===== config.mk =====
export PLATFORM = sky130hd
export DESIGN_NAME = write_sram_burst
export DESIGN_NICKNAME = d
export VERILOG_FILES = /design/src/rtl/write_sram_burst.sv
export SDC_FILE = /design/constraint.sdc
export NUM_CORES = 1
export LEC_CHECK = 0
export BUFFER_PORTS_ARGS = -buffer_cell sky130_fd_sc_hd__buf_2
export CAP_MARGIN = 10
export CELL_PAD_IN_SITES_DETAIL_PLACEMENT = 1
export CELL_PAD_IN_SITES_GLOBAL_PLACEMENT = 2
export CORE_ASPECT_RATIO = 0.6
export CORE_MARGIN = 1.5
export CORE_UTILIZATION = 15
export DETAILED_ROUTE_END_ITERATION = 10
export HOLD_SLACK_MARGIN = 0.02
export MAX_ROUTING_LAYER = met4
export PLACE_DENSITY = 0.9
export SKIP_LAST_GASP = 1
export SYNTH_ARGS = -nofsm -noshare
export SYNTH_HDL_FRONTEND = slang
export SYNTH_SLANG_ARGS = --single-unit
export TNS_END_PERCENT = 30

===== constraint.sdc =====
create_clock -name i_clk -period 1.2 [get_ports i_clk]
set_clock_uncertainty 0.1 [all_clocks]
set_input_delay 0.18 -clock i_clk [delete_from_list [all_inputs] [get_ports i_clk]]
set_output_delay 0.18 -clock i_clk [all_outputs]
set_load 0.005 [all_outputs]

===== src/rtl/write_sram_burst.sv =====
// Burst SRAM writer: takes one block address, drains BEATS words from the block FIFO and
// writes each to SRAM at {block, beat}. Optional even-parity bit under WRITE_SRAM_PARITY_EN.
module write_sram_burst #(
    parameter int ADDR_WIDTH = 8,
    parameter int DATA_WIDTH = 64,
    parameter int BEATS      = 4,
    localparam int BW        = $clog2(BEATS),
`ifdef WRITE_SRAM_PARITY_EN
    localparam int OUT_W     = DATA_WIDTH + 1
`else
    localparam int OUT_W     = DATA_WIDTH
`endif
) (
    input  logic                     i_clk,
    input  logic                     i_rst,
    input  logic [ADDR_WIDTH-1:0]    i_blk_addr,
    input  logic                     i_blk_vld,
    output logic                     o_blk_rdy,
    input  logic [DATA_WIDTH-1:0]    i_fifo_data,
    input  logic                     i_fifo_empty,
    output logic                     o_fifo_ren,
    output logic [ADDR_WIDTH+BW-1:0] o_sram_addr,
    output logic                     o_sram_w_vld,
    output logic [OUT_W-1:0]         o_sram_data,
    output logic                     o_busy,
    output logic                     o_done
);

    typedef enum logic {
        S_IDLE  = 1'b0,
        S_BURST = 1'b1
    } state_t;

    state_t                     state_q;
    logic [ADDR_WIDTH-1:0]      blk_q;
    logic [BW-1:0]              beat_q;
    logic [BW-1:0]              beat_d;
    logic [ADDR_WIDTH+BW-1:0]   sram_addr_q;
    logic [ADDR_WIDTH+BW-1:0]   sram_addr_d;
    logic                       sram_w_vld_q;
    logic                       done_q;
    logic                       fifo_ren;
    logic                       last_beat;

    always_comb begin
        fifo_ren    = (state_q == S_BURST) && !i_fifo_empty;
        last_beat   = (beat_q == BW'(BEATS - 1));
        beat_d      = beat_q + 1'b1;
        sram_addr_d = {blk_q, beat_q};
    end

    // FSM and write-stage registers; the beat counter wraps to 0 on its own after the last beat.
    always_ff @(posedge i_clk) begin
        if (i_rst) begin
            state_q      <= S_IDLE;
            blk_q        <= '0;
            beat_q       <= '0;
            sram_addr_q  <= '0;
            sram_w_vld_q <= 1'b0;
            done_q       <= 1'b0;
        end else begin
            sram_w_vld_q <= fifo_ren;
            done_q       <= fifo_ren && last_beat;
            if (fifo_ren) begin
                sram_addr_q <= sram_addr_d;
            end
            case (state_q)
                S_IDLE: begin
                    if (i_blk_vld) begin
                        blk_q   <= i_blk_addr;
                        beat_q  <= '0;
                        state_q <= S_BURST;
                    end
                end
                S_BURST: begin
                    if (fifo_ren) begin
                        beat_q <= beat_d;
                        if (last_beat) begin
                            state_q <= S_IDLE;
                        end
                    end
                end
                default: state_q <= S_IDLE;
            endcase
        end
    end

    assign o_blk_rdy    = (state_q == S_IDLE);
    assign o_busy       = (state_q == S_BURST);
    assign o_fifo_ren   = fifo_ren;
    assign o_sram_addr  = sram_addr_q;
    assign o_sram_w_vld = sram_w_vld_q;
    assign o_done       = done_q;

    // FIFO data arrives one cycle after the read, lining up with the registered write strobe.
`ifdef WRITE_SRAM_PARITY_EN
    assign o_sram_data = {^i_fifo_data, i_fifo_data};
`else
    assign o_sram_data = i_fifo_data;
`endif

endmodule


==> run summary, run 1 <==
Placer Congestion = 0.649
Commonest non-fill, non-tap cell in the layout = buf_2
Slew @ Worst Pin = 0.273 ns
# DRC = 0
First-pass GRT wire length = 3860 um
WS Path Type = register to output port
Yosys cell types = 17
Die area = 9250 um2
Fin. max-slew vios = 0
CP arrival = 0.88 ns
CTS Buf Count = 3
Vias = 748
Status = completed
Syn Inst Count = 153
Final wirelength = 2540 um
Critical Path Sink Type = output port
DRT antenna net count = 0
Total grt overflow = 0
GRT Overall Usage = 5.72%
Port bufs = 26
Vias in the first global route = 776
Area Growth Syn to Fin = -8.37%
CTS max path bufs = 2
Final-layout fill cell count = 1014
Post-DP Area = 1090 um2
Final Cycle Share = 96.4%
Syn. warnings = 0
Cells after DPL = 226
Initial core utilization = 15.4%
Fin area = 1190 um2
Skew-Pair Late Insertion Delay = 0.25 ns
Mapped Avg Cell Area = 8.50 um2
Min-Delay Path Class = input pin to register
Post-Syn Nets = 230
Flops & latches, synth = 23
Pre-Repair DR Iteration Count = 2
CTS root buf = clkbuf_16
Worst-path clk slew = 0.06 ns
Peak supply drop = 490 uV
# H-tree levels = 1
P per Cell Area = 1390 nW/um2
Vias/cell = 3.24
Mapped Area = 1300 um2
Max_cap viols = 0
CP Max Fanout = 6
Std cell rows = 26
Leakage power = 0.000490 uW
Final Non-Filler Cells = 231
Register area = 462 um2
FMAX = 0.864 GHz
Floorplan core area = 8460 um2
ANT cells = 0
Area of the multi-input gates = 327 um2
Final hold violations = 0
Critical path required time = 0.92 ns
Power consumption = 1650 uW
Wire per inst = 11.0 um
Endpoints failing setup = 0
Largest net degree at the start of global routing = 17
Clock Sinks = 23
Die X-Extent = 123 um
Sequential element share of the synthesized area = 35.4%
Rel. slew slack = 81.8%
Min Tclk post-route = 1.16 ns
Antenna violations before repair = 0
Startpoint types = register
Nets@finish = 197
1st-iter DRT viols = 7
HPWL after DPL = 1950 um
Most frequent cells in the layout = buf_2 (26), dfxtp_1 (22), nand2_1 (20)
IO Count = 155
Share of layout cells above drive strength 1 = 31.9%
CTS tree = built
Fin Setup TNS = 0 ns
RSZ-0062 raised after global routing = true
Die H = 75.1 um
## critical path, stage by stage, from the launching register on
cell	delay [ns]
dfxtp_2	0.39
nand2b_4	0.08
clkinv_4	0.05
buf_2	0.10
## cells by family (layout without fill, tap and decap cells)
kind of cell | Yosys count | after routing | synth area share (%)
buf+inv | 71 | 37 | 40.2
simple gates | 36 | 36 | 11.5
flops | 23 | 23 | 35.4
compound gates | 14 | 14 | 5.77
mux | 8 | 8 | 6.16
fa+ha+maj | 1 | 1 | 0.962
## cells in the mapped netlist
cell type	count	area, um2
a211oi_1	2	15.0
a21oi_1	11	55.1
and2_1	1	6.26
buf_4	66	495
buf_6	1	11.3
clkbuf_1	2	7.51
clkinv_2	1	5.00
dfxtp_1	23	460
ha_1	1	12.5
inv_1	1	3.75
mux2i_1	8	80.1
nand2_1	20	75.1
nand2b_1	2	12.5
nand3b_1	1	7.51
nor2_1	11	41.3
nor2b_1	1	6.26
o21ai_0	1	5.00
## final cells by class
cell class / instances / share of cell area (%)
multi-input combinational: 59 / 27.4
clock buffer: 4 / 6.62
tap: 112 / 11.8
sequential: 23 / 38.8
inverter: 2 / 1.05
timing repair buffer: 31 / 14.4
## power by group
group | switching (uW) | leakage [uW] | internal [uW]
Clock | 251 | 0.0000382 | 452
Combinational | 73.2 | 0.000264 | 66.8
Sequential | 18.8 | 0.000188 | 793
## what timing repair did
action / in CTS / in global routing
gates resized for setup: 3 / 2
hold endpoints to repair: 0 / 0
endpoints found under the setup margin: 1 / 6
cloned: 0 / 0
hold buffers: 0 / 0
setup buffers: 1 / 0
## layer usage
metal / GRT usage (%) / part of all wire, %
met2: 9.38 / 48
met3: 2.88 / 5.5
met5: - / 0
met1: 6.23 / 45
met4: 1.53 / 1.1
## sequential cells by signal, indices dropped and copies added, names as in the netlist
name,cells
beat_q,2
blk_q,8
o_busy,1
o_done,1
o_sram_addr,10
o_sram_w_vld,1
## metrics by stage
| stage | hold WS [ns] | worst slack, ns | util (%) |
|---|---|---|---|
| 6_report | 0.0707 | 0.0431 | 14.1 |
| 5_1_grt | 0.101 | -0.0242 | 14.1 |
| 4_1_cts | 0.0694 | 0.0366 | 14.0 |
| 3_5_place_dp | 0.260 | 0.0404 | 12.8 |
| 3_3_place_gp | 0.260 | 0.0918 | 12.8 |
| 2_1_floorplan | 0.160 | 0.128 | - |
## worst paths after layout
kind                                    start                     endpoint  slack (ns)  cells after the start
setup / recovery            o_busy$_SDFF_PP0_                   o_fifo_ren        0.04                      3
hold / removal                  i_blk_addr[2]        blk_q[2]$_SDFFE_PP0P_        0.07                      3
setup reg to reg            o_busy$_SDFF_PP0_       beat_q[0]$_SDFFE_PP0P_        0.07                      5
hold reg to reg   o_sram_addr[3]$_SDFFE_PP0P_  o_sram_addr[3]$_SDFFE_PP0P_        0.36                      2
(Power assumes the default switching activity.)
==> inputs of run 2 (changes only) <==
--- a/config.mk
+++ b/config.mk
@@ -15,7 +15,7 @@
 export DETAILED_ROUTE_END_ITERATION = 10
 export HOLD_SLACK_MARGIN = 0.02
 export MAX_ROUTING_LAYER = met4
-export PLACE_DENSITY = 0.9
+export PLACE_DENSITY = 0.88
 export SKIP_LAST_GASP = 1
 export SYNTH_ARGS = -nofsm -noshare
 export SYNTH_HDL_FRONTEND = slang
==> run 2 against run 1 <==
Net effect: clock power increased by 3.6%; sequential power about the same; via count increased by 0.94%; wire length increased by 0.75%; critical endpoint unchanged; worst hold slack got worse by 0.0074 ns; count of clock-buffer cells in the layout unchanged; first-iteration DRC count increased by 57%; power increased by 1.3%; worst setup slack got worse by 0.0084 ns; highest routed layer unchanged; die area unchanged.
==> run summary, run 2 (synthesis results as in run 1) <==
# H-tree levels = 1 (unchanged)
Leakage power = 0.000485 uW (was 0.000490 uW)
Max reg flops = 10 (unchanged)
Area Growth Syn to Fin = -8.95% (was -8.37%)
Std cell rows = 26 (unchanged)
Vias = 755 (was 748)
Fin Hold WS = 0.0632 ns (was 0.0707 ns)
Cell Chain, Critical Path = nand2b_4 > clkinv_4 > buf_2 (unchanged)
CP arrival = 0.89 ns (was 0.88 ns)
Status = completed (unchanged)
Setup WS post-layout = 0.0347 ns (was 0.0431 ns)
CP Max Fanout = 6 (unchanged)
Die X-Extent = 123 um (unchanged)
CTS root buf = clkbuf_16 (unchanged)
Placer Congestion = 0.689 (was 0.649)
Min Tclk post-route = 1.17 ns (was 1.16 ns)
CTS max path bufs = 2 (unchanged)
Nets@finish = 196 (was 197)
1st-iter DRT viols = 11 (was 7)
Slew @ Worst Pin = 0.199 ns (was 0.273 ns)
Hold Buf Count CTS = 0 (unchanged)
Antenna violations before repair = 0 (unchanged)
RSZ-0062 raised after global routing = true (unchanged)
Area of the multi-input gates = 327 um2 (unchanged)
Post-DP Area = 1080 um2 (was 1090 um2)
Clock Sinks = 23 (unchanged)
Die area = 9250 um2 (unchanged)
Slowest CP cell = dfxtp_2 (unchanged)
Die H = 75.1 um (unchanged)
Fin. max-slew vios = 0 (unchanged)
Pre-CTS WS = 0.0363 ns (was 0.0404 ns)
Share of layout cells above drive strength 1 = 31.4% (was 31.9%)
Final Non-Filler Cells = 230 (was 231)
WS Path Type = register to output port (unchanged)
Register area = 462 um2 (unchanged)
Worst Path Buf+Inv = 2 (unchanged)
FMAX = 0.858 GHz (was 0.864 GHz)
Family with the most delay on the worst path = flip-flops (unchanged)
Final hold violations = 0 (unchanged)
Cells after DPL = 225 (was 226)
Skew-Pair Late Insertion Delay = 0.26 ns (was 0.25 ns)
Rel. slew slack = 86.7% (was 81.8%)
Fin area = 1180 um2 (was 1190 um2)
DRT antenna net count = 0 (unchanged)
Critical path required time = 0.92 ns (about the same)
GRT Overall Usage = 6.21% (was 5.72%)
Initial core utilization = 15.4% (unchanged)
Critical Path Sink Type = output port (unchanged)
Final wirelength = 2560 um (was 2540 um)
CTS Buf Count = 3 (unchanged)
Endpoints failing setup = 0 (unchanged)
Most frequent cells in the layout = buf_2 (26), dfxtp_1 (22), nand2_1 (20) (unchanged)
Commonest non-fill, non-tap cell in the layout = buf_2 (unchanged)
P per Cell Area = 1420 nW/um2 (was 1390 nW/um2)
Wire per inst = 11.1 um (was 11.0 um)
Worst-path clk slew = 0.06 ns (about the same)
Startpoint types = register (unchanged)
Min-Delay Path Class = input pin to register (unchanged)
First-pass GRT wire length = 4040 um (was 3860 um)
Peak supply drop = 389 uV (was 490 uV)
ANT cells = 0 (unchanged)
Final-layout fill cell count = 1013 (was 1014)
# DRC = 0 (unchanged)
Fin Setup TNS = 0 ns (unchanged)
Port bufs = 26 (unchanged)
CTS tree = built (unchanged)
Largest net degree at the start of global routing = 15 (was 17)
Vias in the first global route = 787 (was 776)
Vias/cell = 3.28 (was 3.24)
Total grt overflow = 0 (unchanged)
IO Count = 155 (unchanged)
Slowest Stage Delay on Critical Path = 0.39 ns (about the same)
HPWL after DPL = 1890 um (was 1950 um)
Final Cycle Share = 97.1% (was 96.4%)
Pre-Repair DR Iteration Count = 4 (was 2)
Floorplan core area = 8460 um2 (unchanged)
Max_cap viols = 0 (unchanged)
run 2: cell type report:
cell class / count / area share (%)
clock buffers: 4 / 6.66
inverters: 2 / 1.06
multi-input cells: 59 / 27.6
flip-flops and latches: 23 / 39.0
well taps: 112 / 11.8
repair buffers: 30 / 13.8
run 2: stage by stage:
step / total power (uW) / util (%)
4_1_cts: 1700 / 13.9
3_5_place_dp: 957 / 12.8
2_1_floorplan: 1070 / -
3_3_place_gp: 951 / 12.8
5_1_grt: 1740 / 14.0
6_report: 1680 / 14.0
run 2: worst min-delay path, cell delays in order:
cell,delay [ns]
buf_2,0.08
mux2i_1,0.06
nor2_1,0.07
run 2: path summary, 6_finish.rpt:
path	from	end	slack (ns)	cells after the start
worst max-delay path	o_busy$_SDFF_PP0_	o_fifo_ren	0.03	3
worst min-delay path	i_blk_addr[2]	blk_q[2]$_SDFFE_PP0P_	0.06	3
worst max register to register	o_busy$_SDFF_PP0_	beat_q[0]$_SDFFE_PP0P_	0.06	5
worst min register to register	blk_q[0]$_SDFFE_PP0P_	o_sram_addr[2]$_SDFFE_PP0P_	0.35	2
run 2: report_power, final:
group          total (uW)  leakage (uW)  switching (uW)  internal (uW)
sequential            811      0.000188            18.4            792
combinational         138      0.000260            72.7           64.9
clock                 728     0.0000382             274            454
run 2: what timing repair did:
action / in CTS / in global routing
pin swaps: 0 / 0
cloned: 0 / 0
gates resized for setup: 3 / 2
buffers inserted: 1 / 0
endpoints found under the setup margin: 1 / 9
run 2: per-layer routing:
layer	GRT usage, %	up-vias	part of all wire (%)
li1	-	345	-
met4	3.19	0	2.2
met2	9.32	33	47
met3	3.86	5	8.4
met5	-	-	0
met1	6.41	372	42
==> inputs of run 3 (changes only) <==
--- a/config.mk
+++ b/config.mk
@@ -12,8 +12,9 @@
 export CORE_ASPECT_RATIO = 0.6
 export CORE_MARGIN = 1.5
 export CORE_UTILIZATION = 15
+export CTS_BUF_LIST = sky130_fd_sc_hd__clkbuf_8
+export CTS_CLUSTER_SIZE = 24
 export DETAILED_ROUTE_END_ITERATION = 10
-export HOLD_SLACK_MARGIN = 0.02
 export MAX_ROUTING_LAYER = met4
 export PLACE_DENSITY = 0.88
 export SKIP_LAST_GASP = 1
==> run 3 against run 2 <==
Net effect: via count down 0.40%; combinational power about the same; global-route usage about the same; die area unchanged; maximum frequency down 0.71%; highest routed layer unchanged; power down 14%; non-clock buffer count unchanged; largest power group unchanged; first-iteration DRC count down 9.1%; largest cell class unchanged; register-to-register slack about the same; final cell count unchanged; worst hold slack worse by 0.012 ns.
==> run summary, run 3 (synthesis results as in run 1) <==
Status = completed (unchanged)
Cell Chain, Critical Path = nand2b_4 > clkinv_4 > buf_6 (was nand2b_4 > clkinv_4 > buf_2)
# H-tree levels = 1 (unchanged)
CTS root buf = clkbuf_8 (was clkbuf_16)
Area Growth Syn to Fin = -10.9% (was -8.95%)
Floorplan core area = 8460 um2 (unchanged)
Met2 Use GR = 9.26% (was 9.32%)
Gr busiest metal = met2 (unchanged)
DRT antenna net count = 0 (unchanged)
Leakage power = 0.000476 uW (was 0.000485 uW)
Die X-Extent = 123 um (unchanged)
Min-Delay Path Class = input pin to register (unchanged)
Startpoint types = register (unchanged)
CTS max path bufs = 2 (unchanged)
Vias/cell = 3.27 (was 3.28)
WS Path Type = register to output port (unchanged)
Final hold violations = 0 (unchanged)
P per Cell Area = 1240 nW/um2 (was 1420 nW/um2)
Skew-Pair Late Insertion Delay = 0.27 ns (was 0.26 ns)
Die area = 9250 um2 (unchanged)
# DRC = 0 (unchanged)
CTS tree = built (unchanged)
Slew @ Worst Pin = 0.205 ns (was 0.199 ns)
Final Cycle Share = 97.8% (was 97.1%)
Peak supply drop = 334 uV (was 389 uV)
Pre-CTS WS = 0.0363 ns (unchanged)
Hold Buf Count CTS = 0 (unchanged)
1st-iter DRT viols = 10 (was 11)
Max_cap viols = 0 (unchanged)
RSZ-0062 raised after global routing = true (unchanged)
Max reg flops = 10 (unchanged)
First-pass GRT wire length = 4020 um (was 4040 um)
Finished Core Util = 13.7% (was 14.0%)
IO Count = 155 (unchanged)
HPWL after DPL = 1890 um (unchanged)
Setup WS post-layout = 0.0264 ns (was 0.0347 ns)
Commonest non-fill, non-tap cell in the layout = buf_2 (unchanged)
Min Tclk post-route = 1.17 ns (about the same)
Nets@finish = 196 (unchanged)
Endpoints failing setup = 0 (unchanged)
Rel. slew slack = 86.3% (was 86.7%)
Placer Congestion = 0.689 (unchanged)
CTS Buf Count = 3 (unchanged)
Fin Setup TNS = 0 ns (unchanged)
P_sw = 347 uW (was 365 uW)
Final wirelength = 2550 um (was 2560 um)
CP arrival = 0.89 ns (about the same)
Met3 usage = 3.71% (was 3.86%)
Power consumption = 1430 uW (was 1680 uW)
FMAX = 0.852 GHz (was 0.858 GHz)
Total grt overflow = 0 (unchanged)
Pre-Repair DR Iteration Count = 4 (unchanged)
Logic pwr share = 9.7% (was 8.2%)
Final-layout fill cell count = 1016 (was 1013)
Met1 Use GR = 6.46% (was 6.41%)
Std cell rows = 26 (unchanged)
GRT Overall Usage = 6.18% (was 6.21%)
CP Max Fanout = 6 (unchanged)
Fin. max-slew vios = 0 (unchanged)
Vias in the first global route = 785 (was 787)
Initial core utilization = 15.4% (unchanged)
Slowest Stage Delay on Critical Path = 0.38 ns (was 0.39 ns)
Port bufs = 26 (unchanged)
Internal = 1090 uW (was 1310 uW)
Most frequent cells in the layout = buf_2 (25), dfxtp_1 (22), nand2_1 (20) (was buf_2 (26), dfxtp_1 (22), nand2_1 (20))
Antenna violations before repair = 0 (unchanged)
FF-to-FF setup slack = 0.07 ns (was 0.06 ns)
Die H = 75.1 um (unchanged)
Sw Share = 24.2% (was 21.8%)
Critical path required time = 0.92 ns (about the same)
Clock power frac = 33.9% (was 43.4%)
Critical Path Sink Type = output port (unchanged)
Share of layout cells above drive strength 1 = 31.4% (unchanged)
Sequential share of power = 56.4% (was 48.4%)
ANT cells = 0 (unchanged)
Wire per inst = 11.1 um (about the same)
Largest net degree at the start of global routing = 15 (unchanged)
Clock Sinks = 23 (unchanged)
Slowest CP cell = dfxtp_4 (was dfxtp_2)
Vias = 752 (was 755)
Worst-path clk slew = 0.08 ns (was 0.06 ns)
## run 3: cell count changes in the layout (fill, tap and decap cells not counted)
cell,delta
buf_2,-1
buf_6,+1
clkbuf_1,-1
clkbuf_16,-3
clkbuf_8,+3
dfxtp_2,-1
dfxtp_4,+1
inv_1,+1
## run 3: layer usage
| layer | vias up | share of wire [%] | wire [um] |
|---|---|---|---|
| met5 | - | 0 | 0 |
| met4 | 0 | 2.0 | 51 |
| met3 | 4 | 7.6 | 194 |
| met2 | 35 | 47 | 1200 |
| met1 | 369 | 43 | 1110 |
| li1 | 344 | - | - |
## run 3: final cells by class
type,instances,area [um2],area share [%]
multi-input combinational,59,327,28.2
clock buffer,3,41.3,3.56
sequential,23,464,40.1
tap,112,140,12.1
inverter,2,12.5,1.08
clock inverter,1,3.75,0.324
timing repair buffer,30,170,14.7
## run 3: through the flow
step | std cells | area, um2 | hold slack (ns)
floorplan | 153 | 1300 | 0.160
global placement | 225 | 1080 | 0.260
detailed placement | 225 | 1080 | 0.260
CTS | 230 | 1140 | 0.0486
global route | 230 | 1160 | 0.0553
finish | 230 | 1160 | 0.0507
## run 3: critical path: cells and delay by family, from the launching register on
family / cells / cell delay [ns]
and+or+nand+nor: 1 / 0.09
buffers and inverters: 2 / 0.17
DFF: 1 / 0.38
## run 3: power by group through the flow
stage          Combinational (uW)  Clock (uW)  Sequential, uW
2_1_floorplan                 251           0             823
3_3_place_gp                  126           0             825
3_5_place_dp                  132           0             825
4_1_cts                       138         500             810
5_1_grt                       156         529             813
6_report                      140         485             809
## run 3: worst paths after layout
kind	to	start	cells after the start
worst min-delay path	blk_q[2]$_SDFFE_PP0P_	i_blk_addr[2]	3
worst max-delay path	o_fifo_ren	o_busy$_SDFF_PP0_	3
worst min register to register	o_sram_addr[2]$_SDFFE_PP0P_	blk_q[0]$_SDFFE_PP0P_	2
worst max register to register	blk_q[0]$_SDFFE_PP0P_	o_busy$_SDFF_PP0_	4
## run 3: timing repair
item / 4_1_cts / 5_1_grt
resized for setup: 3 / 4
buffers inserted: 1 / 0
setup endpoints to repair: 1 / 10
hold endpoints to repair: 0 / 0
